<file path="src/rtl/remainder_divider.sv">
// Multi-cycle unsigned restoring divider: one quotient bit per clock, WIDTH+1 cycle latency.
// Optional macro DIV_ZERO_DETECT_EN short-circuits a zero divisor straight to DONE with a flag.
module remainder_divider #(
  parameter int WIDTH = 32
) (
  input  logic             clk,
  input  logic             Reset_n,
  input  logic             Start,
  input  logic [WIDTH-1:0] Dividend_in,
  input  logic [WIDTH-1:0] Divisor_in,
  output logic             Busy,
  output logic             Ready,
  output logic [WIDTH-1:0] Quotient_out,
  output logic [WIDTH-1:0] Remainder_out,
  output logic             Div_by_zero
);

  localparam int CW = (WIDTH > 1) ? $clog2(WIDTH) : 1;

  typedef enum logic [1:0] {
    IDLE = 2'd0,
    CALC = 2'd1,
    DONE = 2'd2
  } state_t;

  state_t             state_r, state_next_s;
  logic [CW-1:0]      count_r, count_next_s;
  logic [2*WIDTH-1:0] rem_r, rem_next_s;
  logic [WIDTH-1:0]   divisor_r, divisor_next_s;
  logic               last_step_s;
  logic               zero_start_s;
  logic               busy_next_s, ready_next_s, dz_next_s;
  logic [WIDTH-1:0]   quot_next_s, remd_next_s;

  // Shift left, trial-subtract from the upper WIDTH+1 bits, keep or restore.
  function automatic logic [2*WIDTH-1:0] restore_step(input logic [2*WIDTH-1:0] rem,
                                                       input logic [WIDTH-1:0]   dvs);
    logic [WIDTH:0] diff;
    diff = rem[2*WIDTH-1:WIDTH-1] - {1'b0, dvs};
    if (diff[WIDTH]) begin
      restore_step = {rem[2*WIDTH-2:0], 1'b0};
    end else begin
      restore_step = {diff[WIDTH-1:0], rem[WIDTH-2:0], 1'b1};
    end
  endfunction

`ifdef DIV_ZERO_DETECT_EN
  assign zero_start_s = (Divisor_in == {WIDTH{1'b0}});
`else
  assign zero_start_s = 1'b0;
`endif

  assign last_step_s = (count_r == CW'(WIDTH - 1));

  // FSM state register
  always_ff @(posedge clk or negedge Reset_n) begin
    if (!Reset_n) begin
      state_r <= IDLE;
    end else begin
      state_r <= state_next_s;
    end
  end

  // FSM next-state logic
  always_comb begin
    state_next_s = state_r;
    case (state_r)
      IDLE: begin
        if (Start) begin
          state_next_s = zero_start_s ? DONE : CALC;
        end else begin
          state_next_s = IDLE;
        end
      end
      CALC: begin
        if (last_step_s) begin
          state_next_s = DONE;
        end else begin
          state_next_s = CALC;
        end
      end
      DONE:    state_next_s = IDLE;
      default: state_next_s = IDLE;
    endcase
  end

  // Datapath next values: operand capture and one restoring step per CALC cycle
  always_comb begin
    rem_next_s     = rem_r;
    count_next_s   = count_r;
    divisor_next_s = divisor_r;
    case (state_r)
      IDLE: begin
        if (Start) begin
          divisor_next_s = Divisor_in;
          count_next_s   = {CW{1'b0}};
          // A detected zero divisor preloads the final answer: all-ones quotient, dividend remainder.
          rem_next_s     = zero_start_s ? {Dividend_in, {WIDTH{1'b1}}}
                                        : {{WIDTH{1'b0}}, Dividend_in};
        end else begin
          rem_next_s     = rem_r;
        end
      end
      CALC: begin
        rem_next_s   = restore_step(rem_r, divisor_r);
        count_next_s = last_step_s ? {CW{1'b0}} : count_r + CW'(1);
      end
      DONE:    rem_next_s = rem_r;
      default: rem_next_s = rem_r;
    endcase
  end

  // Output next values, derived from the state being entered so outputs can be registered
  always_comb begin
    busy_next_s  = (state_next_s != IDLE);
    ready_next_s = (state_next_s == DONE);
    quot_next_s  = Quotient_out;
    remd_next_s  = Remainder_out;
    dz_next_s    = Div_by_zero;
    if (state_next_s == DONE) begin
      quot_next_s = rem_next_s[WIDTH-1:0];
      remd_next_s = rem_next_s[2*WIDTH-1:WIDTH];
      dz_next_s   = (state_r == IDLE) && zero_start_s;
    end else begin
      quot_next_s = Quotient_out;
    end
  end

  // Datapath registers
  always_ff @(posedge clk or negedge Reset_n) begin
    if (!Reset_n) begin
      rem_r     <= {(2*WIDTH){1'b0}};
      count_r   <= {CW{1'b0}};
      divisor_r <= {WIDTH{1'b0}};
    end else begin
      rem_r     <= rem_next_s;
      count_r   <= count_next_s;
      divisor_r <= divisor_next_s;
    end
  end

  // Registered outputs
  always_ff @(posedge clk or negedge Reset_n) begin
    if (!Reset_n) begin
      Busy          <= 1'b0;
      Ready         <= 1'b0;
      Quotient_out  <= {WIDTH{1'b0}};
      Remainder_out <= {WIDTH{1'b0}};
      Div_by_zero   <= 1'b0;
    end else begin
      Busy          <= busy_next_s;
      Ready         <= ready_next_s;
      Quotient_out  <= quot_next_s;
      Remainder_out <= remd_next_s;
      Div_by_zero   <= dz_next_s;
    end
  end

endmodule
</file>
<file path="config.mk">
export PLATFORM = sky130hd
export DESIGN_NAME = remainder_divider
export DESIGN_NICKNAME = d
export VERILOG_FILES = /design/src/rtl/remainder_divider.sv
export SDC_FILE = /design/constraint.sdc
export NUM_CORES = 1
export LEC_CHECK = 0
export BUFFER_PORTS_ARGS = -buffer_cell sky130_fd_sc_hd__buf_2
export CAP_MARGIN = 20
export CORE_MARGIN = 2
export CORE_UTILIZATION = 52
export CTS_CLUSTER_SIZE = 25
export DETAILED_ROUTE_END_ITERATION = 16
export PLACE_DENSITY_LB_ADDON = 0.12
export SLEW_MARGIN = 20
export SYNTH_ARGS = -nofsm -noshare
export SYNTH_HDL_FRONTEND = slang
export SYNTH_SLANG_ARGS = --single-unit
export TNS_END_PERCENT = 50
</file>
<file path="constraint.sdc">
create_clock -name clk -period 3.03 [get_ports clk]
set_input_delay 0 -clock clk [delete_from_list [all_inputs] [get_ports clk]]
set_output_delay 0 -clock clk [all_outputs]
set_load 0.01 [all_outputs]
</file>
# After elaboration in Yosys (flattened, before gate mapping)
# Index checks and enable logic that the tools add are counted.
[classes] n_addsub=2 n_eq_ne=4 n_reduce_logical=5 muxes=9
[op_table] cell="$mux 64" count=2
[op_table] cell="$pmux 64 s2" count=1
[op_table] cell="$sub 33x32->33" count=1
[op_table] cell="$mux 5" count=2
[op_table] cell="$pmux 5 s2" count=1
[op_table] cell="$add 5x1->5 const B" count=1
[op_table] cell="$eq 5x5->1 const B" count=1
[op_table] cell="$pmux 2 s2" count=1
[op_table] cell="$reduce_and 2->1" count=2
[op_table] cell="$reduce_bool 2->1" count=2
[op_table] cell="$eq 2x1->1 const B" count=1
[op_table] cell="$eq 2x2->1 const B" count=1
[op_table] cell="$logic_not 2->1" count=1
[op_table] cell="$mux 2" count=1
[op_table] cell="$ne 2x2->1 const B" count=1
[op_table] cell="$mux 1" count=1
[totals] reg_bits=169 out_inout_bits=67 inputBits=67 elab_cells=28

# Longest topological paths before layout
# Gate-level depths: netlist (run 1).
[logic_depth] depth_word=4 mapped_depth=14 mapped_depth_nobuf=12

# Least setup slack after synthesis (run 1)
# Ideal clock, no wire load.
[synth_path] kind="reg-to-reg" startpoint="reg rem_r[31]" endpoint="reg Remainder_out[18]" path_slack_ns=-0.180 required_ns=2.898 path_stages_with_launch=15 setup_time_ns=0.132 arrival_ns=3.079 synth_period_minus_slack_ns=3.210 n_path_buf=2 path_cell_list="dfrtp_1 -> inv_1 -> ha_1 -> inv_1 -> fa_1 -> a21o_1 -> a221o_2 -> a221oi_4 -> o41a_2 -> o211ai_4 -> xnor2_2 -> buf_6 -> buf_6 -> mux2i_1 -> o21ai_1"
[synth_via] elab_chain_cells=3
[synth_lines] element="start, declared" line="28" source="logic [2*WIDTH-1:0] rem_r, rem_next_s;"
[synth_lines] element="start signal, assigned" line="132" source="rem_r <= {(2*WIDTH){1'b0}};"
[synth_lines] element="start signal, assigned" line="136" source="rem_r <= rem_next_s;"
[synth_lines] element="$sub 33x32->33" line="39" source="diff = rem[2*WIDTH-1:WIDTH-1] - {1'b0, dvs};"
[synth_lines] element="$mux 64" line="40" source="if (diff[WIDTH]) begin"
[synth_lines] element="$pmux 64 s2" line="92" source="case (state_r)"
[synth_lines] element="end signal, assigned" line="148" source="Remainder_out <= {WIDTH{1'b0}};"
[synth_lines] element="end signal, assigned" line="154" source="Remainder_out <= remd_next_s;"
[synth_lines] element="end, declared" line="14" source="output logic [WIDTH-1:0] Remainder_out,"
# Every way passes these cells.
# A chain may end at the register's enable or synchronous reset.

# Worst setup path after layout (run 1)
[layout_path] startpoint="reg rem_r[31]" endpoint="reg rem_r[62]"
[layout_via] elab_chain_cells=3
[layout_lines] element="$sub 33x32->33" line="39"
[layout_lines] element="$mux 64" line="40"
[layout_lines] element="$pmux 64 s2" line="92"
[layout_lines] element="named net rem_next_s[62]" line="28"
# The timed path passes the listed nets, and every way through them passes these cells.

==> results.md, run 1 <==
Floorplanning:
- The vertical die dimension is 136 um.
- Once the floorplan was initialized, standard cells occupied a little over half of the core.
- The total number of placement rows is 48.
- The overall die area is approximately 0.018 mm^2.
- From left edge to right edge, the die measures approximately 140 um.
- The number of ports placed on the die boundary is roughly 130.
- The core box area is between 0.015 and 0.02 mm^2.

Clock network:
- The clock latency on the worst-skew pair is about 0.43 ns.
- The root buffer cell is clkbuf_16.
- The number of H-tree branching levels is 4.
- The TritonCTS clock tree is built.
- After clock tree synthesis, the clock-pin slew on the worst setup and hold paths is roughly 0.07 ns.
- The number of clock buffers added by TritonCTS is 17.
- The tree built by TritonCTS fans out to 169 sinks.
- The largest buffer count on any clock path is 2.

STA:
- The slew at the pin closest to its max-slew limit is roughly 0.77 ns.
- The worst-case hold slack is 0.126 ns.
- After layout, the minimum clock period comes to about 3.3 ns.
- Headroom to the max-slew limit came out at 48.5%.
- The worst path uses 109% of the clock period.
- The final hold violation count is 0.
- The number of slew-limit violations in the final report is 0.
- The clock tree skew after final layout is roughly 0.0096 ns.
- Setup repair after global routing could not meet its margin everywhere.
- The maximum operating frequency is just over 300 MHz.
- Setup violations remaining at the end of the flow were counted as 65.
- In the post-route analysis, the smallest setup slack over all paths is -0.262 ns.

Yosys:
- The synthesized area divided by synthesized cell count is about 9.5 um^2.
- The post-synthesis compound-gate area fraction is 21.1%.
- The portion of the post-synthesis area used by sequential elements is roughly 47%.
- In the synthesized netlist the dominant register cell turns out to be dfrtp_1.
- dfrtp_1 takes more of the synthesized area than any other cell.
- The count of yosys warnings during synthesis is 0.
- After synthesis, the largest family of logic cells by area is compound AO/OA/AOI/OAI gates.
- Of the total synthesized cell area, the portion taken by XOR and XNOR cells is between 2 and 3%.
- The number of nets handed over by synthesis was around 1000.
- By count the netlist is led by dfrtp_1, nand2_1, o21ai_0, a21oi_1, clkbuf_1.
- The fraction of registers with async set/reset is 100%.
- The multiplexer area fraction after synthesis is 7.17%.
- Synthesis produced a netlist whose cell count is between 900 and 1000.
- The number of synthesized flops with an enable pin is 0.
- The unique cell type count in the Yosys netlist is 63.
- After Yosys synthesis, and, or, nand and nor cells account for around 12% of the synthesized area.
- Yosys instantiated no cell more often than dfrtp_1.
- The cell area that synthesis handed to floorplanning was ~0.009 mm^2.
- The fraction of synthesized cell area taken by the top area cell type is a little under half.
- Sorting the synthesized cells by area gives the leading types as dfrtp_1, o21ai_0, nand2_1.
- Counting flops and latches in the post-synthesis netlist gives between 150 and 200.
- Of the total synthesized cell area, the portion taken by full adders, half adders and majority gates is between 4 and 5%.

Layout:
- The net count of the finished layout is 1283.
- The share of post-route cells with drive strength above 1 is 27.8%.
- Relative to the synthesized area, the layout overhead comes to 33.1%.
- The count of cells in the finished layout, fillers not included, comes to around 1400.
- The final cell utilization of the core is a little over two thirds.
- Across the whole layout, storage elements account for 0.00423 mm^2.
- The multi-input combinational cells in the finished layout cover a total of 0.00474 mm^2.
- The number of antenna diodes is 0.
- Fill cells in the final layout number between 1000 and 1500.

Detailed routing:
- The post-route DRC violation count is 0.
- The post-detailed-route via-to-cell ratio is between 5 and 6.
- Across all layers, the routed design uses about 8000 vias.
- The starting DRC count in detailed routing is between 500 and 600.
- After detailed routing, the average wire length per cell comes to approximately 17 um.
- The first detailed-routing pass took 5 iterations.
- Once detail routing completed, the nets flagged for antenna violations numbered 0.
- After detailed routing, the total wire length is 23600 um.

Placed design:
- At the end of routability-driven placement, the weighted congestion stood at a little under 0.9.
- The placed instance count is roughly 1300.
- The HPWL after detailed placement is 15800 um.
- The number of buffer cells added on primary ports is between 100 and 150.

Critical path:
- The critical path is of the reg -> reg type.
- The slowest stage of the critical path is the dfrtp_1 cell.
- In this run the critical register-to-register path is launched from rem_r[31]$_DFF_PN0_.
- The worst reg2reg path depth is 14.
- The worst setup path is captured at a register.
- The signal on the critical path passes through inv_2 -> ha_4 -> inv_2 -> fa_2 -> a21o_1 -> a221o_2 -> a221oi_4 -> buf_4 -> o41ai_4 -> buf_4 -> a211oi_4 -> o21ai_1 -> xnor2_1 -> o221ai_1.
- The worst register-to-register path ends at rem_r[62]$_DFF_PN0_.
- In this run the worst path has a maximum fanout of 4.
- The destination of the critical timing path is rem_r[62]$_DFF_PN0_.
- The data required time of the worst path is roughly 3.3 ns.
- The slack of the worst reg-to-reg path is -0.26 ns.
- The launching element type of the critical path is a register.
- The data arrival time of the critical path is ~3.6 ns.
- The start point of the critical path is rem_r[31]$_DFF_PN0_.
- In this design, the stage delay of the slowest critical-path cell is 0.40 ns.

Global routing:
- Summed over all layers, the global routing overflow is 0.
- Entering global routing, the biggest net connects 84 pins.
- The initial antenna violation count is 0.
- In the global route stage, overall resource usage came out at between 20% and 30%.
- The number of global-route vias before repair is around 7400.
- The first-pass GRT wire length is approximately 37000 um.

Outcome:
- The run finished, with violations left.
- The checks that failed: negative setup slack.

Hold path:
- The worst min-delay path class is in -> reg.

Job:
- The max-capacitance violation count is 0.
==> layout make-up <==
cell class,instances,area share [%]
tap,225,2.34
timing repair buffer,273,16.6
clock inverter,15,1.47
sequential,169,35.2
clock buffer,17,3.54
multi-input combinational,677,39.5
inverter,43,1.34
==> per-layer routing <==
layer | up-vias | wire, um | global-route usage, %
met3 | 29 | 989 | 4.49
met5 | - | 0 | 0
met1 | 3813 | 10500 | 33.6
met2 | 183 | 11700 | 43.7
li1 | 3828 | - | -
met4 | 0 | 363 | 7.47
==> flip-flops by register name, summed over array words and instances, names as in the netlist <==
signal and cells:
state_r 2, Remainder_out 32, Quotient_out 32, Busy 1
rem_r 64, divisor_r 32, count_r 5, Ready 1
==> kinds of logic (layout without fill, tap and decap cells) <==
kind of cell,after synthesis,in the layout
AOI/OAI and AO/OA,309,309
muxes,60,60
xor gates and xnor gates,29,29
DFF,169,169
adders and majority gates,35,35
buffers and inverters,101,348
and+or+nand+nor,243,243
other,1,1
==> worst min-delay path by stage <==
stage                       start                        to  slack [ns]  cells after the start
final                       Start        rem_r[2]$_DFF_PN0_        0.13                      4
after global routing        Start       rem_r[25]$_DFF_PN0_        0.17                      4
after CTS                   Start        rem_r[2]$_DFF_PN0_        0.12                      4
after detailed placement  Reset_n  divisor_r[8]$_DFFE_PN0P_        0.11                      1
after global placement    Reset_n  divisor_r[7]$_DFFE_PN0P_        0.11                      1
after floorplan           Reset_n            Busy$_DFF_PN0_       -0.30                      0
==> metrics by stage <==
| step | setup WS [ns] | TNS, ns | area, um^2 |
|---|---|---|---|
| floorplan | -0.124 | -2.96 | 9050 |
| global placement | -0.139 | -5.34 | 10300 |
| detailed placement | -0.217 | -8.78 | 10300 |
| CTS | -0.158 | -6.96 | 11700 |
| global route | -0.346 | -17.84 | 12000 |
| finish | -0.262 | -10.46 | 12000 |
==> worst max-delay path: cells and delay by family (launching register included) <==
family                     cells  cell delay (ns)
AOI/OAI and AO/OA              7             1.51
xor gates and xnor gates       1             0.27
buffers and inverters          4             0.50
DFF                            1             0.40
adders and majority gates      2             0.48
==> what timing repair did <==
action	4_1_cts	5_1_grt
endpoints found under the hold margin	143	0
hold buffers	65	0
buffers inserted	3	10
gates resized for setup	42	50
pin swaps	12	14
cloned	1	2
endpoints found under the setup margin	64	66
==> placed cells by master (no fill, tap or decap), drive strengths merged, types with 4 or more instances in the layout <==
master	instances
o21ai	138
inv	52
a22oi	32
nor2b	37
mux2i	26
nand4	8
mux2	34
a21o	14
nor3	8
a21oi	60
o31ai	8
buf	206
clkinv	4
nand3	11
clkbuf	19
o21a	6
nand2b	7
xnor2	19
ha	34
dfrtp	169
nor2	27
or2	4
and3	4
o221ai	5
nand2	126
xor2	10
a211oi	9
a2bb2oi	4
dlygate4sd3	65
Power of run 1 is left out: the tool's default activity adds up to more than one toggle a clock period on the data nets, which glitch-free logic cannot reach.
==> run 2: changes to the inputs <==
--- a/config.mk
+++ b/config.mk
@@ -12,6 +12,7 @@
 export CTS_CLUSTER_SIZE = 25
 export DETAILED_ROUTE_END_ITERATION = 16
 export PLACE_DENSITY_LB_ADDON = 0.12
+export RECOVER_POWER = 100
 export SLEW_MARGIN = 20
 export SYNTH_ARGS = -nofsm -noshare
 export SYNTH_HDL_FRONTEND = slang
==> run 2 against run 1 <==
Effect of this change: non-clock buffer count did not move; highest routed layer unchanged; sequential share of layout area rose by 0.39 points; cell area fell by 1.1%; the flow finishes with violations (max-capacitance violations, max-slew violations, negative setup slack).
==> results.md, run 2 (synthesized netlist as in run 1, its figures left out) <==
Outcome:
- Run status: finished with violations (unchanged).
- Failing checks: max-capacitance violations, max-slew violations, negative setup slack (was negative setup slack).

Hold path:
- The end point of the worst hold path is rem_r[2]$_DFF_PN0_ (unchanged).
- The cell count of the worst hold path was 4 (unchanged).
- The hold path startpoint is Start (unchanged).
- The worst min-delay path class is in -> reg (unchanged).

STA:
- The shortest clock period the worst path allows after layout is 3.31 ns (was 3.29 ns).
- The maximum operating frequency was 302 MHz (was 304 MHz).
- The number of slew-limit violations in the final report is 84 (was 0).
- Setup repair after global routing missed its margin: yes (unchanged).
- The clock tree skew after final layout came to 0.00976 ns (was 0.00962 ns).
- The final worst-path cycle share is 109% (about the same).
- The slew at the pin closest to its max-slew limit is 2.06 ns (was 0.773 ns).
- The worst max-slew margin expressed relative to the limit is -37.4% (was 48.5%).
- The final hold violation count is 0 (unchanged).
- The final-report setup violation count came to 96 (was 65).
- The worst-case setup margin in the final layout is -0.283 ns (was -0.262 ns).

Floorplanning:
- The initial standard-cell utilization of the core is 52.7% (unchanged).
- The total number of placement rows is 48 (unchanged).
- The overall die area is 0.0184 mm^2 (unchanged).
- The number of ports placed on the die boundary is 134 (unchanged).
- The horizontal die dimension is 136 um (unchanged).
- The vertical die dimension is 136 um (unchanged).
- The core box area was 0.0171 mm^2 (unchanged).

Critical path:
- The worst reg2reg path depth is 14 (unchanged).
- The slack of the worst reg-to-reg path was -0.28 ns (was -0.26 ns).
- The worst flop-to-flop path startpoint was rem_r[31]$_DFF_PN0_ (unchanged).
- The maximum fanout along the worst path was 4 (unchanged).
- The data required time of the worst path was 3.32 ns (about the same).
- The launching element type of the critical path is a register (unchanged).
- The sort of element at the end of the critical path is a register (unchanged).
- The endpoint of the worst-slack reg-to-reg timing path was rem_r[62]$_DFF_PN0_ (unchanged).
- The data arrival time of the critical path is 3.60 ns (was 3.59 ns).
- The type of the worst setup path is reg -> reg (unchanged).

Detailed routing:
- The final routed wirelength across all metal layers was 23600 um (about the same).
- The post-detailed-route via-to-cell ratio is 5.56 (was 5.53).
- The count of nets left with antenna violations after detail routing is 0 (unchanged).
- The number of detailed-route iterations in the first pass is 6 (was 5).
- The post-route DRC violation count is 0 (unchanged).
- The starting DRC count in detailed routing is 533 (was 527).
- The final routed wire length divided by cell count is 16.6 um (about the same).
- The vias after detailed routing is 7893 (was 7853).

Placed design:
- The half-perimeter wire length after detailed placement is 15800 um (unchanged).
- The total cell area at the placement stage came to 0.0103 mm^2 (unchanged).
- The last weighted congestion value of the routability-driven placer is 0.888 (unchanged).
- The number of buffer cells added on primary ports came to 132 (unchanged).

Layout:
- The layout-stage area growth over the synthesis result is 31.6% (was 33.1%).
- Leading cell types in the layout, fill and taps excluded: dfrtp_1, nand2_1, o21ai_0, clkbuf_1 (was dfrtp_1, buf_2, nand2_1, o21ai_0, buf_4).
- The share of post-route cells with drive strength above 1 is 21.6% (was 27.8%).
- The register with the most flip-flops is rem_r (unchanged).
- The number of antenna diodes was 0 (unchanged).
- The number of nets in the finished design is 1283 (unchanged).
- The final instance area is 0.0119 mm^2 (was 0.0120 mm^2).
- The final cell utilization of the core is 69.4% (was 70.2%).
- The commonest non-fill, non-tap cell in the layout was dfrtp_1 (unchanged).
- The number of flip-flops in the largest register is 64 (unchanged).

Clock network:
- The TritonCTS clock tree was built (unchanged).
- The number of H-tree branching levels is 4 (unchanged).
- The clock latency on the worst-skew pair was 0.44 ns (was 0.43 ns).
- The root buffer cell was clkbuf_16 (unchanged).
- The clock-pin slew of the registers on the worst-case setup and hold paths is 0.07 ns (about the same).
- The total clock sinks is 169 (unchanged).
- The largest buffer count on any clock path was 2 (unchanged).
- The total CTS buffers came to 17 (unchanged).

Job:
- The max-capacitance violation count is 1 (was 0).

Global routing:
- The total grt overflow was 0 (unchanged).
- The initial antenna violation count was 0 (unchanged).
- The number of global-route vias before repair was 7410 (unchanged).
- The overall global routing resource usage is 25.6% (unchanged).
- The first-pass GRT wire length is 37300 um (unchanged).
- The pin count of the biggest net entering global routing came to 84 (unchanged).
==> run 2: cell count changes in the layout (fill, tap and decap cells not counted), moves of 2 or more <==
cell	change
buf_2	-66
buf_4	-8
clkbuf_1	+69
clkbuf_2	+6
nor2b_1	+3
nor2b_4	-2
==> run 2: metal layers <==
metal | share of wire [%] | GRT usage [%]
met5 | 0 | 0
met4 | 1.5 | 7.47
met3 | 4.5 | 4.49
met2 | 50 | 43.7
met1 | 44 | 33.6
==> run 2: critical path, cell delays in order, from the launching register on <==
cell and delay [ns]:
dfrtp_1 0.40, inv_2 0.08, ha_4 0.14, inv_2 0.03
fa_2 0.34, a21o_1 0.19, a221o_2 0.38, a221oi_4 0.36
buf_4 0.18, o41ai_4 0.08, buf_4 0.20, a211oi_4 0.23
o21ai_1 0.10, xnor2_1 0.27, o221ai_1 0.18
==> run 2: timing repair <==
item | CTS | global route
hold endpoints to repair | 143 | 0
endpoints found under the setup margin | 64 | 66
setup buffers | 3 | 10
gates resized for setup | 42 | 50
gates cloned | 1 | 2
pin swaps | 12 | 14
hold buffers | 65 | 0
==> run 2: per-stage QoR <==
step	worst slack [ns]	TNS (ns)	instances	hold slack (ns)
CTS	-0.158	-6.96	1409	0.117
floorplan	-0.124	-2.96	947	-0.296
global placement	-0.139	-5.34	1308	0.108
global route	-0.346	-26.55	1419	0.170
detailed placement	-0.217	-8.78	1308	0.107
finish	-0.283	-12.23	1419	0.137
==> run 2: worst max path at each step <==
stage,startpoint,endpoint,cells after the start
after floorplan,rem_r[31]$_DFF_PN0_,Remainder_out[19]$_DFFE_PN0P_,14
after global placement,rem_r[31]$_DFF_PN0_,Remainder_out[0]$_DFFE_PN0P_,13
after detailed placement,rem_r[31]$_DFF_PN0_,Remainder_out[2]$_DFFE_PN0P_,13
after CTS,rem_r[31]$_DFF_PN0_,Remainder_out[0]$_DFFE_PN0P_,14
after global routing,rem_r[31]$_DFF_PN0_,rem_r[32]$_DFF_PN0_,14
final,rem_r[31]$_DFF_PN0_,rem_r[62]$_DFF_PN0_,14
==> run 2: cell type report <==
type                       instances  area, um^2
multi-input combinational        677        4720
fill                            1379        5230
inverter                          43         161
clock buffer                      17         425
timing repair buffer             273        1880
tap                              225         282
clock inverter                    15         176
sequential                       169        4230
Power of run 2 is left out for the same reason.
